$ cat config.mk
export PLATFORM = sky130hd
export DESIGN_NAME = regfile_mp
export DESIGN_NICKNAME = d
export VERILOG_FILES = /design/src/rtl/regfile_pkg.sv /design/src/rtl/regfile_scoreboard.sv /design/src/rtl/regfile_mp.sv
export SDC_FILE = /design/constraint.sdc
export NUM_CORES = 1
export LEC_CHECK = 0
export CAP_MARGIN = 20
export CORE_MARGIN = 2
export CORE_UTILIZATION = 35
export CTS_BUF_LIST = sky130_fd_sc_hd__clkbuf_4
export DETAILED_ROUTE_END_ITERATION = 8
export GPL_TIMING_DRIVEN = 1
export SLEW_MARGIN = 20
export SYNTH_ARGS = -nofsm -noshare
export SYNTH_HDL_FRONTEND = slang
export SYNTH_SLANG_ARGS = --single-unit
$ cat constraint.sdc
create_clock -name clk -period 4.1 [get_ports clk]
set_input_delay 0.82 -clock clk [delete_from_list [all_inputs] [get_ports clk]]
set_output_delay 0.82 -clock clk [all_outputs]
set_load 0.02 [all_outputs]
$ cat src/rtl/regfile_pkg.sv
// regfile_pkg: shared defaults, types and FSM states for the multi-port register file.
package regfile_pkg;
    localparam int XLEN_DEFAULT = 32;
    localparam int NREGS_DEFAULT = 32;
    localparam int AW_DEFAULT = $clog2(NREGS_DEFAULT);
    typedef logic [XLEN_DEFAULT-1:0] word_t;
    typedef logic [AW_DEFAULT-1:0] reg_addr_t;
    typedef enum logic {INIT, RUN} rf_state_e;
endpackage

$ cat src/rtl/regfile_scoreboard.sv
// regfile_scoreboard: per-register busy bits; alloc beats a same-cycle writeback clear.
module regfile_scoreboard
    import regfile_pkg::*;
#(
    parameter int NREGS = NREGS_DEFAULT,
    parameter int NRD = 2,
    parameter int NWR = 1,
    localparam int AW = $clog2(NREGS)
) (
    input  logic              clk,
    input  logic              rst,
    input  logic              en,
    input  logic [NWR-1:0]    wr_en,
    input  logic [NWR*AW-1:0] wr_addr,
    input  logic              alloc_en,
    input  logic [AW-1:0]     alloc_addr,
    input  logic [NRD*AW-1:0] rd_addr,
    input  logic [NRD-1:0]    fwd,
    output logic [NRD-1:0]    rd_busy
);
    logic [NREGS-1:0] busy_q, busy_d;

    always_comb begin
        busy_d = busy_q;
        if (en) begin
            for (int j = 0; j < NWR; j++)
                if (wr_en[j]) busy_d[wr_addr[j*AW +: AW]] = 1'b0;
            if (alloc_en) busy_d[alloc_addr] = 1'b1;
        end
        busy_d[0] = 1'b0;
        if (rst) busy_d = '0;
    end

    always_ff @(posedge clk) busy_q <= busy_d;

    // A forwarded write means the value is already available to the reader.
    always_comb begin
        rd_busy = '0;
        for (int k = 0; k < NRD; k++)
            rd_busy[k] = en && !fwd[k] && busy_q[rd_addr[k*AW +: AW]];
    end
endmodule

$ cat src/rtl/regfile_mp.sv
// regfile_mp: multi-port register file with x0 hardwired to zero, optional write bypass,
// busy scoreboard and a sequenced clear after reset so storage can map onto RAM.
module regfile_mp
    import regfile_pkg::*;
#(
    parameter int XLEN = XLEN_DEFAULT,
    parameter int NREGS = NREGS_DEFAULT,
    parameter int NRD = 2,
    parameter int NWR = 1,
    parameter bit BYPASS = 1'b1,
    localparam int AW = $clog2(NREGS)
) (
    input  logic                clk,
    input  logic                rst,
    output logic                ready,
    input  logic [NRD*AW-1:0]   rd_addr,
    output logic [NRD*XLEN-1:0] rd_data,
    output logic [NRD-1:0]      rd_busy,
    input  logic [NWR-1:0]      wr_en,
    input  logic [NWR*AW-1:0]   wr_addr,
    input  logic [NWR*XLEN-1:0] wr_data,
    input  logic                alloc_en,
    input  logic [AW-1:0]       alloc_addr
);
    rf_state_e state_q, state_d;
    logic [AW-1:0] idx_q, idx_d;
    logic [XLEN-1:0] mem_q [NREGS];
    logic [NWR-1:0] we;
    logic [NWR*AW-1:0] wa;
    logic [NWR*XLEN-1:0] wd;
    logic [NRD-1:0] fwd;
    logic run;

    assign run = state_q == RUN;
    assign ready = run;

    always_comb begin
        state_d = state_q;
        idx_d = idx_q;
        if (!run) begin
            idx_d = idx_q + 1'b1;
            state_d = idx_q == AW'(NREGS - 1) ? RUN : INIT;
        end
        if (rst) begin
            state_d = INIT;
            idx_d = '0;
        end
    end

    always_ff @(posedge clk) begin
        state_q <= state_d;
        idx_q <= idx_d;
    end

    // During INIT port 0 is borrowed by the clear sequencer; user writes are dropped.
    always_comb begin
        we = '0;
        wa = wr_addr;
        wd = wr_data;
        for (int j = 0; j < NWR; j++)
            we[j] = run && wr_en[j] && wr_addr[j*AW +: AW] != '0;
        if (!run) begin
            we[0] = 1'b1;
            wa[AW-1:0] = idx_q;
            wd[XLEN-1:0] = '0;
        end
    end

    always_ff @(posedge clk)
        for (int j = 0; j < NWR; j++)
            if (we[j]) mem_q[wa[j*AW +: AW]] <= wd[j*XLEN +: XLEN];

    always_comb begin
        rd_data = '0;
        fwd = '0;
        for (int k = 0; k < NRD; k++)
            if (run && rd_addr[k*AW +: AW] != '0) begin
                rd_data[k*XLEN +: XLEN] = mem_q[rd_addr[k*AW +: AW]];
                for (int j = 0; j < NWR; j++)
                    if (BYPASS && we[j] && wa[j*AW +: AW] == rd_addr[k*AW +: AW]) begin
                        fwd[k] = 1'b1;
                        rd_data[k*XLEN +: XLEN] = wd[j*XLEN +: XLEN];
                    end
            end
    end

    regfile_scoreboard #(.NREGS(NREGS), .NRD(NRD), .NWR(NWR)) u_sb (
        .clk       (clk),
        .rst       (rst),
        .en        (run),
        .wr_en     (we),
        .wr_addr   (wa),
        .alloc_en  (alloc_en),
        .alloc_addr(alloc_addr),
        .rd_addr   (rd_addr),
        .fwd       (fwd),
        .rd_busy   (rd_busy)
    );
endmodule

==> impl_table.tex, run 1 <==
\begin{tabular}{lr}
\hline
Metric & Value \\
\hline
\multicolumn{2}{l}{\textbf{Clocking}} \\
Total clock buffers created by CTS & 300 \\
Cts-stage hold buffer count & 0 \\
Clock transition at path regs & about 0.070 ns \\
Clk buf depth & 4 \\
H-tree depth reported by CTS & 5 \\
TritonCTS clock tree & done \\
Clock insertion delay at the later pin of the skew report & 1.24 ns \\
Clock sink total & $\sim$1100 \\
Clk root buf & sky130\_fd\_sc\_hd\_\_clkbuf\_4 \\
\multicolumn{2}{l}{\textbf{Floorplan}} \\
Die Span Y & $\sim$380 um \\
Die area & approximately 150000 um2 \\
Starting Density & 0.352 \\
Number of rows in the core area & between 100 and 150 \\
Num ports & approximately 120 \\
Width of the die & about 380 um \\
Core area & between 100000 and 150000 um2 \\
\multicolumn{2}{l}{\textbf{Global route}} \\
Pin count of the biggest net entering global routing & 43 \\
Grt ovf & 0 \\
Wire length of the first global-routing pass & 236 mm \\
GRT Util Overall & 0.226 \\
Initial antenna violation count & 3 \\
Number of global-route vias before repair & about 34000 \\
\multicolumn{2}{l}{\textbf{Cells and area}} \\
Highest-count cells in the layout ignoring fill and taps & sky130\_fd\_sc\_hd\_\_edfxtp\_1 (1024), sky130\_fd\_sc\_hd\_\_mux4\_2 (522), sky130\_fd\_sc\_hd\_\_clkbuf\_4 (411) \\
\# nets final & 3288 \\
Final core utilization & 0.436 \\
Most common cell after layout, fill and taps aside & sky130\_fd\_sc\_hd\_\_edfxtp\_1 \\
Ratio of cells with drive above 1 in the final layout & 0.470 \\
Layout Area Growth over Synthesis & 23.9\% \\
\multicolumn{2}{l}{\textbf{Hold path}} \\
Path type of the worst min-delay path & input port to flop \\
\multicolumn{2}{l}{\textbf{Run}} \\
Maxcap violations & 0 \\
\multicolumn{2}{l}{\textbf{Synthesis}} \\
Avg Inst Size Synth & 18.8 um2 \\
Number of synthesized register bits & 1061 \\
Post-synth EDFFs & about 1000 \\
Number of warnings issued by yosys & 0 \\
Netlist area before placement & roughly 50000 um2 \\
Proportion of synthesized chip area in sequential cells & 0.633 \\
Net count after synthesis & between 2000 and 3000 \\
Cell count after synthesis & between 2000 and 3000 \\
Count of unique library cells instantiated by Yosys & between 50 and 60 \\
Fraction of synthesis flops using an asynchronous set or reset pin & 0 \\
Primary FF master, synth & sky130\_fd\_sc\_hd\_\_edfxtp\_1 \\
\multicolumn{2}{l}{\textbf{Setup path}} \\
Critical path capture point type & output pin \\
Data required time at the worst endpoint & $\sim$3.3 ns \\
Peak fanout along the critical path & 5 \\
Crit path arrival time & approximately 3.4 ns \\
Type of origin of the critical path & flop \\
Type of the worst setup path & flop to output pin \\
\multicolumn{2}{l}{\textbf{STA}} \\
Worst-case headroom to the max-slew limit & 0.230 \\
Minimum period implied by the final worst setup slack & around 4.3 ns \\
Skew final & approximately 0.080 ns \\
Final-report max-slew violation count & 0 \\
Tcrit/Tclk final & 1.04 \\
Setup repair after global routing missed its margin & true \\
Peak clock frequency supported by timing & between 200 and 250 MHz \\
Number of setup violations in the final report & 45 \\
Final WS setup & -0.157 ns \\
Slew at the pin closest to its max-slew limit & around 1.1 ns \\
Hold Fails Final Rpt & 0 \\
\multicolumn{2}{l}{\textbf{Placed design}} \\
Routability congestion estimate & around 0.85 \\
Count of port buffers added during placement & between 100 and 150 \\
Estimated wirelength of the detail-placed design & 100 mm \\
Pre-CTS setup slack & -0.456 ns \\
\multicolumn{2}{l}{\textbf{Drt}} \\
Routed length per instance & between 30 and 40 um \\
Count of antenna-violating nets left after detailed routing & 0 \\
Vias/cell & roughly 6 \\
Starting DRT DRC Count & 4161 \\
First-pass iteration count of the detailed router & 6 \\
Wire length reported by the detailed router & between 150 and 200 mm \\
Via count & roughly 32000 \\
Total DRC errors in the routed layout & 0 \\
\multicolumn{2}{l}{\textbf{Power}} \\
Leak Pwr & just over 20 nW \\
Worst supply voltage drop on vdd & around 0.0003 V \\
Power Total & roughly 0.023 W \\
Total power per unit cell area & around 380 nW/um2 \\
\multicolumn{2}{l}{\textbf{Outcome}} \\
Result of the run & finished with violations \\
Failing checks & setup timing \\
\hline
\end{tabular}
## Yosys cell counts (6+ instances only)
master / n / share of area
sky130_fd_sc_hd__a211oi_1: 70 / 0.011
sky130_fd_sc_hd__a21oi_1: 127 / 0.013
sky130_fd_sc_hd__a221o_1: 64 / 0.013
sky130_fd_sc_hd__a22o_1: 62 / 0.011
sky130_fd_sc_hd__a22oi_1: 124 / 0.019
sky130_fd_sc_hd__buf_1: 28 / 0.0021
sky130_fd_sc_hd__buf_2: 60 / 0.0060
sky130_fd_sc_hd__buf_4: 17 / 0.0026
sky130_fd_sc_hd__buf_6: 10 / 0.0023
sky130_fd_sc_hd__clkbuf_1: 115 / 0.0087
sky130_fd_sc_hd__dfxtp_1: 37 / 0.015
sky130_fd_sc_hd__edfxtp_1: 1024 / 0.62
sky130_fd_sc_hd__inv_1: 37 / 0.0028
sky130_fd_sc_hd__mux2_2: 12 / 0.0027
sky130_fd_sc_hd__mux2i_1: 8 / 0.0016
sky130_fd_sc_hd__mux4_2: 522 / 0.24
sky130_fd_sc_hd__nand2_1: 51 / 0.0038
sky130_fd_sc_hd__nand3_1: 9 / 0.00091
sky130_fd_sc_hd__nand3b_1: 6 / 0.00091
sky130_fd_sc_hd__nor2_1: 117 / 0.0088
sky130_fd_sc_hd__nor2b_1: 15 / 0.0019
sky130_fd_sc_hd__nor3b_1: 6 / 0.00091
sky130_fd_sc_hd__o21ai_0: 28 / 0.0028
sky130_fd_sc_hd__o21ai_1: 8 / 0.00080
sky130_fd_sc_hd__o31ai_1: 33 / 0.0050
sky130_fd_sc_hd__xnor2_1: 9 / 0.0016
## power breakdown
| part | switching (W) | internal [W] |
|---|---|---|
| Clock | 0.00439 | 0.00471 |
| Combinational | 0.00131 | 0.00112 |
| Sequential | 0.0000531 | 0.0118 |
| Total | 0.00575 | 0.0177 |
## sequential cells by signal, summed over array words and instances, names as in the netlist
| register | flops |
|---|---|
| mem_q | 1024 |
| idx_q | 5 |
| u_sb.busy_q | 31 |
| ready | 1 |
## worst paths after layout
check,cells after the start,slack (ns),start,end
worst max-delay path,11,-0.16,ready$_SDFF_PP0_,rd_data[17]
worst min-delay path,2,0.18,rst,idx_q[2]$_SDFFE_PP0N_
worst max register to register,8,1.34,ready$_SDFF_PP0_,mem_q[7][11]$_DFFE_PP_
worst min register to register,2,0.50,u_sb.busy_q[7]$_SDFFE_PP0P_,u_sb.busy_q[7]$_SDFFE_PP0P_
## cell type report
| type | instances | area, um2 |
|---|---|---|
| fill | 12300 | 79600 |
| sequential | 1061 | 31500 |
| multi-input combinational | 1321 | 18400 |
| timing repair buffer | 508 | 5880 |
| clock buffer | 411 | 3090 |
| tap | 1890 | 2360 |
| clock inverter | 63 | 304 |
| inverter | 38 | 143 |
| antenna | 2 | 5.00 |
## timing repair
item / 4_1_cts / 5_1_grt
setup buffers: 15 / 2
pin swaps: 40 / 29
resized for setup: 473 / 116
gates cloned: 4 / 0
setup endpoints to repair: 66 / 66
## critical path, cell delays in order (launching register included)
cell                      delay [ns]
sky130_fd_sc_hd__dfxtp_4        0.41
sky130_fd_sc_hd__buf_12         0.13
sky130_fd_sc_hd__mux2i_4        0.27
sky130_fd_sc_hd__buf_6          0.13
sky130_fd_sc_hd__xor2_1         0.14
sky130_fd_sc_hd__nand4_1        0.12
sky130_fd_sc_hd__buf_4          0.17
sky130_fd_sc_hd__buf_12         0.17
sky130_fd_sc_hd__buf_12         0.16
sky130_fd_sc_hd__o31ai_4        0.28
sky130_fd_sc_hd__a21oi_4        0.11
sky130_fd_sc_hd__buf_6          0.15
## cell families after synthesis
kind of cell / share of synthesized area
adders and majority gates: 0.000503
DFF: 0.633
xor gates and xnor gates: 0.00211
and+or+nand+nor: 0.0217
buffers and inverters: 0.0245
AOI/OAI and AO/OA: 0.0761
muxes: 0.242
## layer usage
layer,up-vias,global-route usage,wire (um)
met5,-,0,0
met4,0,0.0995,6400
met3,412,0.0568,16700
met2,2076,0.369,81100
met1,16900,0.284,61200
li1,12800,-,-
## per-stage QoR
step                hold slack [ns]  instance area (um2)  setup TNS [ns]  instances
finish                        0.176                61600           -2.26       5294
global route                  0.111                61600          -11.05       5294
CTS                          0.0425                61100           -9.15       5292
detailed placement            0.489                57000          -13.85       4802
global placement              0.473                57000          -16.87       4802
floorplan                     0.460                49700               0       2650
(Power assumes the default switching activity.)
==> run 2: changes to the inputs <==
- SLEW_MARGIN: 20 -> not set
==> impl_table.tex, run 2 (synthesis results as in run 1) <==
\begin{tabular}{lr}
\hline
Metric & Value \\
\hline
\multicolumn{2}{l}{\textbf{Outcome}} \\
Result of the run & finished with violations (unchanged) \\
Failing checks & setup timing (unchanged) \\
\multicolumn{2}{l}{\textbf{Clocking}} \\
Total clock buffers created by CTS & 299 (was 300) \\
TritonCTS clock tree & done (unchanged) \\
Clock sink total & 1061 (unchanged) \\
Clk buf depth & 4 (unchanged) \\
Clk root buf & sky130\_fd\_sc\_hd\_\_clkbuf\_4 (unchanged) \\
Clock transition at path regs & 0.07 ns (about the same) \\
H-tree depth reported by CTS & 5 (unchanged) \\
Clock insertion delay at the later pin of the skew report & 1.23 ns (was 1.24 ns) \\
Cts-stage hold buffer count & 0 (unchanged) \\
\multicolumn{2}{l}{\textbf{Floorplan}} \\
Core area & 141000 um2 (unchanged) \\
Number of rows in the core area & 138 (unchanged) \\
Starting Density & 0.352 (unchanged) \\
Num ports & 123 (unchanged) \\
Width of the die & 381 um (unchanged) \\
Die area & 145000 um2 (unchanged) \\
Die Span Y & 381 um (unchanged) \\
\multicolumn{2}{l}{\textbf{Setup path}} \\
Cell chain of the critical path & clkdlybuf4s50\_1 > buf\_12 > buf\_4 > or4\_1 > nand2\_2 > buf\_4 > a211oi\_2 > buf\_4 (was buf\_12 > mux2i\_4 > buf\_6 > xor2\_1 > nand4\_1 > buf\_4 > buf\_12 > buf\_12 > o31ai\_4 > a21oi\_4 > buf\_6) \\
Destination of the worst register-to-register timing path & mem\_q[3][12]\$\_DFFE\_PP\_ (was mem\_q[7][11]\$\_DFFE\_PP\_) \\
Critical path capture point type & output pin (unchanged) \\
Worst-case reg-to-reg path depth & 6 (was 8) \\
Type of origin of the critical path & input port (was flop) \\
Maximum single-stage delay on the critical path & 0.63 ns (was 0.41 ns) \\
Peak fanout along the critical path & 12 (was 5) \\
Count of buffer and inverter cells on the critical path & 5 (was 6) \\
Most common cell type on the critical path & sky130\_fd\_sc\_hd\_\_buf\_4 (was sky130\_fd\_sc\_hd\_\_buf\_12) \\
Data required time at the worst endpoint & 3.28 ns (about the same) \\
Critical-path cell with the highest stage delay & sky130\_fd\_sc\_hd\_\_or4\_1 (was sky130\_fd\_sc\_hd\_\_dfxtp\_4) \\
Category of cells accounting for the largest share of critical-path delay & buffers and inverters (unchanged) \\
Crit Reg-Reg Startpoint & ready\$\_SDFF\_PP0\_ (unchanged) \\
Number of stages on the worst setup path & 8 (was 11) \\
Type of the worst setup path & input port to output pin (was flop to output pin) \\
Register-to-register setup slack & 1.36 ns (was 1.34 ns) \\
Crit path arrival time & 3.35 ns (was 3.44 ns) \\
\multicolumn{2}{l}{\textbf{Placed design}} \\
Routability congestion estimate & 0.848 (unchanged) \\
Count of port buffers added during placement & 122 (unchanged) \\
Estimated wirelength of the detail-placed design & 100 mm (about the same) \\
\multicolumn{2}{l}{\textbf{STA}} \\
Tcrit/Tclk final & 1.02 (was 1.04) \\
Setup repair after global routing missed its margin & true (unchanged) \\
Skew final & 0.124 ns (was 0.0804 ns) \\
Final hold slack & 0.478 ns (was 0.176 ns) \\
Number of setup violations in the final report & 13 (was 45) \\
Peak clock frequency supported by timing & 240 MHz (was 235 MHz) \\
Final-report max-slew violation count & 0 (unchanged) \\
Hold Fails Final Rpt & 0 (unchanged) \\
Final WS setup & -0.0674 ns (was -0.157 ns) \\
Minimum period implied by the final worst setup slack & 4.17 ns (was 4.26 ns) \\
Worst-case headroom to the max-slew limit & 0.280 (was 0.230) \\
Slew at the pin closest to its max-slew limit & 1.07 ns (was 1.15 ns) \\
\multicolumn{2}{l}{\textbf{Cells and area}} \\
Highest-count cells in the layout ignoring fill and taps & sky130\_fd\_sc\_hd\_\_edfxtp\_1 (1024), sky130\_fd\_sc\_hd\_\_mux4\_2 (522), sky130\_fd\_sc\_hd\_\_clkbuf\_4 (398) (was sky130\_fd\_sc\_hd\_\_edfxtp\_1 (1024), sky130\_fd\_sc\_hd\_\_mux4\_2 (522), sky130\_fd\_sc\_hd\_\_clkbuf\_4 (411)) \\
Number of flip-flops in the largest register & 1024 (unchanged) \\
Layout Area Growth over Synthesis & 24.2\% (was 23.9\%) \\
Ratio of cells with drive above 1 in the final layout & 0.471 (was 0.470) \\
\# nets final & 3291 (was 3288) \\
Final core utilization & 0.437 (was 0.436) \\
Most common cell after layout, fill and taps aside & sky130\_fd\_sc\_hd\_\_edfxtp\_1 (unchanged) \\
\multicolumn{2}{l}{\textbf{Global route}} \\
Wire length of the first global-routing pass & 236 mm (about the same) \\
Number of global-route vias before repair & 34200 (was 34300) \\
GRT Util Overall & 0.225 (was 0.226) \\
Grt ovf & 0 (unchanged) \\
Pin count of the biggest net entering global routing & 43 (unchanged) \\
Initial antenna violation count & 4 (was 3) \\
\multicolumn{2}{l}{\textbf{Hold path}} \\
Cell count of the worst hold path & 4 (was 2) \\
Worst min-delay path endpoint & u\_sb.busy\_q[13]\$\_SDFFE\_PP0P\_ (was idx\_q[2]\$\_SDFFE\_PP0N\_) \\
Path type of the worst min-delay path & input port to flop (unchanged) \\
Start point of the worst hold path & alloc\_addr[1] (was rst) \\
\multicolumn{2}{l}{\textbf{Drt}} \\
Routed length per instance & 31.1 um (was 31.2 um) \\
Vias/cell & 6.04 (was 6.09) \\
Wire length on met3 & 16.0 mm (was 16.7 mm) \\
Met2 WL post-DR & 80.4 mm (was 81.1 mm) \\
Starting DRT DRC Count & 4224 (was 4161) \\
Count of antenna-violating nets left after detailed routing & 0 (unchanged) \\
Highest metal layer used by the detailed router & met5 (was met4) \\
Sum of routed wire segments on met1 & 61.1 mm (was 61.2 mm) \\
Total DRC errors in the routed layout & 0 (unchanged) \\
Via count & 32100 (was 32200) \\
First-pass iteration count of the detailed router & 6 (unchanged) \\
Wire length reported by the detailed router & 165 mm (about the same) \\
\multicolumn{2}{l}{\textbf{Power}} \\
Worst supply voltage drop on vdd & 0.000296 V (was 0.000291 V) \\
Total power per unit cell area & 377 nW/um2 (was 380 nW/um2) \\
Leak Pwr & 20.2 nW (was 20.1 nW) \\
\multicolumn{2}{l}{\textbf{Run}} \\
Maxcap violations & 0 (unchanged) \\
\hline
\end{tabular}
## run 2: cell count changes in the layout (fill, tap and decap cells not counted), moves of 3 or more
cell	previous run	this run
sky130_fd_sc_hd__inv_2	3	8
sky130_fd_sc_hd__buf_12	135	138
sky130_fd_sc_hd__o31ai_1	0	3
sky130_fd_sc_hd__clkinv_1	47	62
sky130_fd_sc_hd__buf_4	270	265
sky130_fd_sc_hd__buf_2	9	13
sky130_fd_sc_hd__a211oi_1	26	9
sky130_fd_sc_hd__a211oi_2	34	41
sky130_fd_sc_hd__o31ai_4	29	23
sky130_fd_sc_hd__a211oi_4	10	20
sky130_fd_sc_hd__o31ai_2	4	7
sky130_fd_sc_hd__clkbuf_4	411	398
## run 2: worst max-delay path by stage
stage,startpoint,end,slack [ns]
global route,ready$_SDFF_PP0_,rd_data[17],-0.21
global placement,rd_addr[8],rd_data[59],-0.45
floorplan,rd_addr[0],rd_data[10],0.66
CTS,ready$_SDFF_PP0_,rd_data[44],-0.17
finish,rd_addr[7],rd_data[51],-0.07
detailed placement,rd_addr[7],rd_data[59],-0.45
## run 2: where the power goes
group	internal (W)	switching (W)	total, W
Sequential	0.0118	0.0000525	0.0119
Clock	0.00454	0.00437	0.00892
Combinational	0.00115	0.00132	0.00247
## run 2: layer usage
layer  vias up  global-route usage
met3       396              0.0530
li1      12800                   -
met4         2               0.108
met2      1945               0.365
met5         -                   0
met1     16900               0.285
## run 2: worst register-to-register path: cells and delay by family, from the launching register on
| kind | cells | cell delay, ns |
|---|---|---|
| buffers and inverters | 3 | 0.61 |
| AND/OR/NAND/NOR | 2 | 1.00 |
| multiplexers | 1 | 0.36 |
| flip-flops | 1 | 0.40 |
## run 2: metrics by stage
stage          std cells  setup TNS (ns)  total power [W]  setup slack, ns  instance area [um2]
4_1_cts             5305           -5.69           0.0234           -0.166                61200
3_3_place_gp        4802          -16.87           0.0143           -0.454                57000
6_report            5308          -0.441           0.0233          -0.0674                61800
2_1_floorplan       2650               0           0.0133            0.657                49700
3_5_place_dp        4803          -15.50           0.0144           -0.452                57000
5_1_grt             5308           -6.69           0.0242           -0.208                61800
## run 2: timing repair
item                       4_1_cts  5_1_grt
buffers inserted                16        5
setup endpoints to repair       66       64
resized for setup              491      119
cloned                           6        0
pin swaps                       45       50
## run 2: area by class of cell
| cell class | instances | area, um2 |
|---|---|---|
| timing repair buffer | 512 | 5960 |
| fill | 12300 | 79500 |
| sequential | 1061 | 31500 |
| antenna | 3 | 7.51 |
| multi-input combinational | 1321 | 18400 |
| clock inverter | 85 | 367 |
| tap | 1890 | 2360 |
| clock buffer | 398 | 2990 |
| inverter | 38 | 143 |
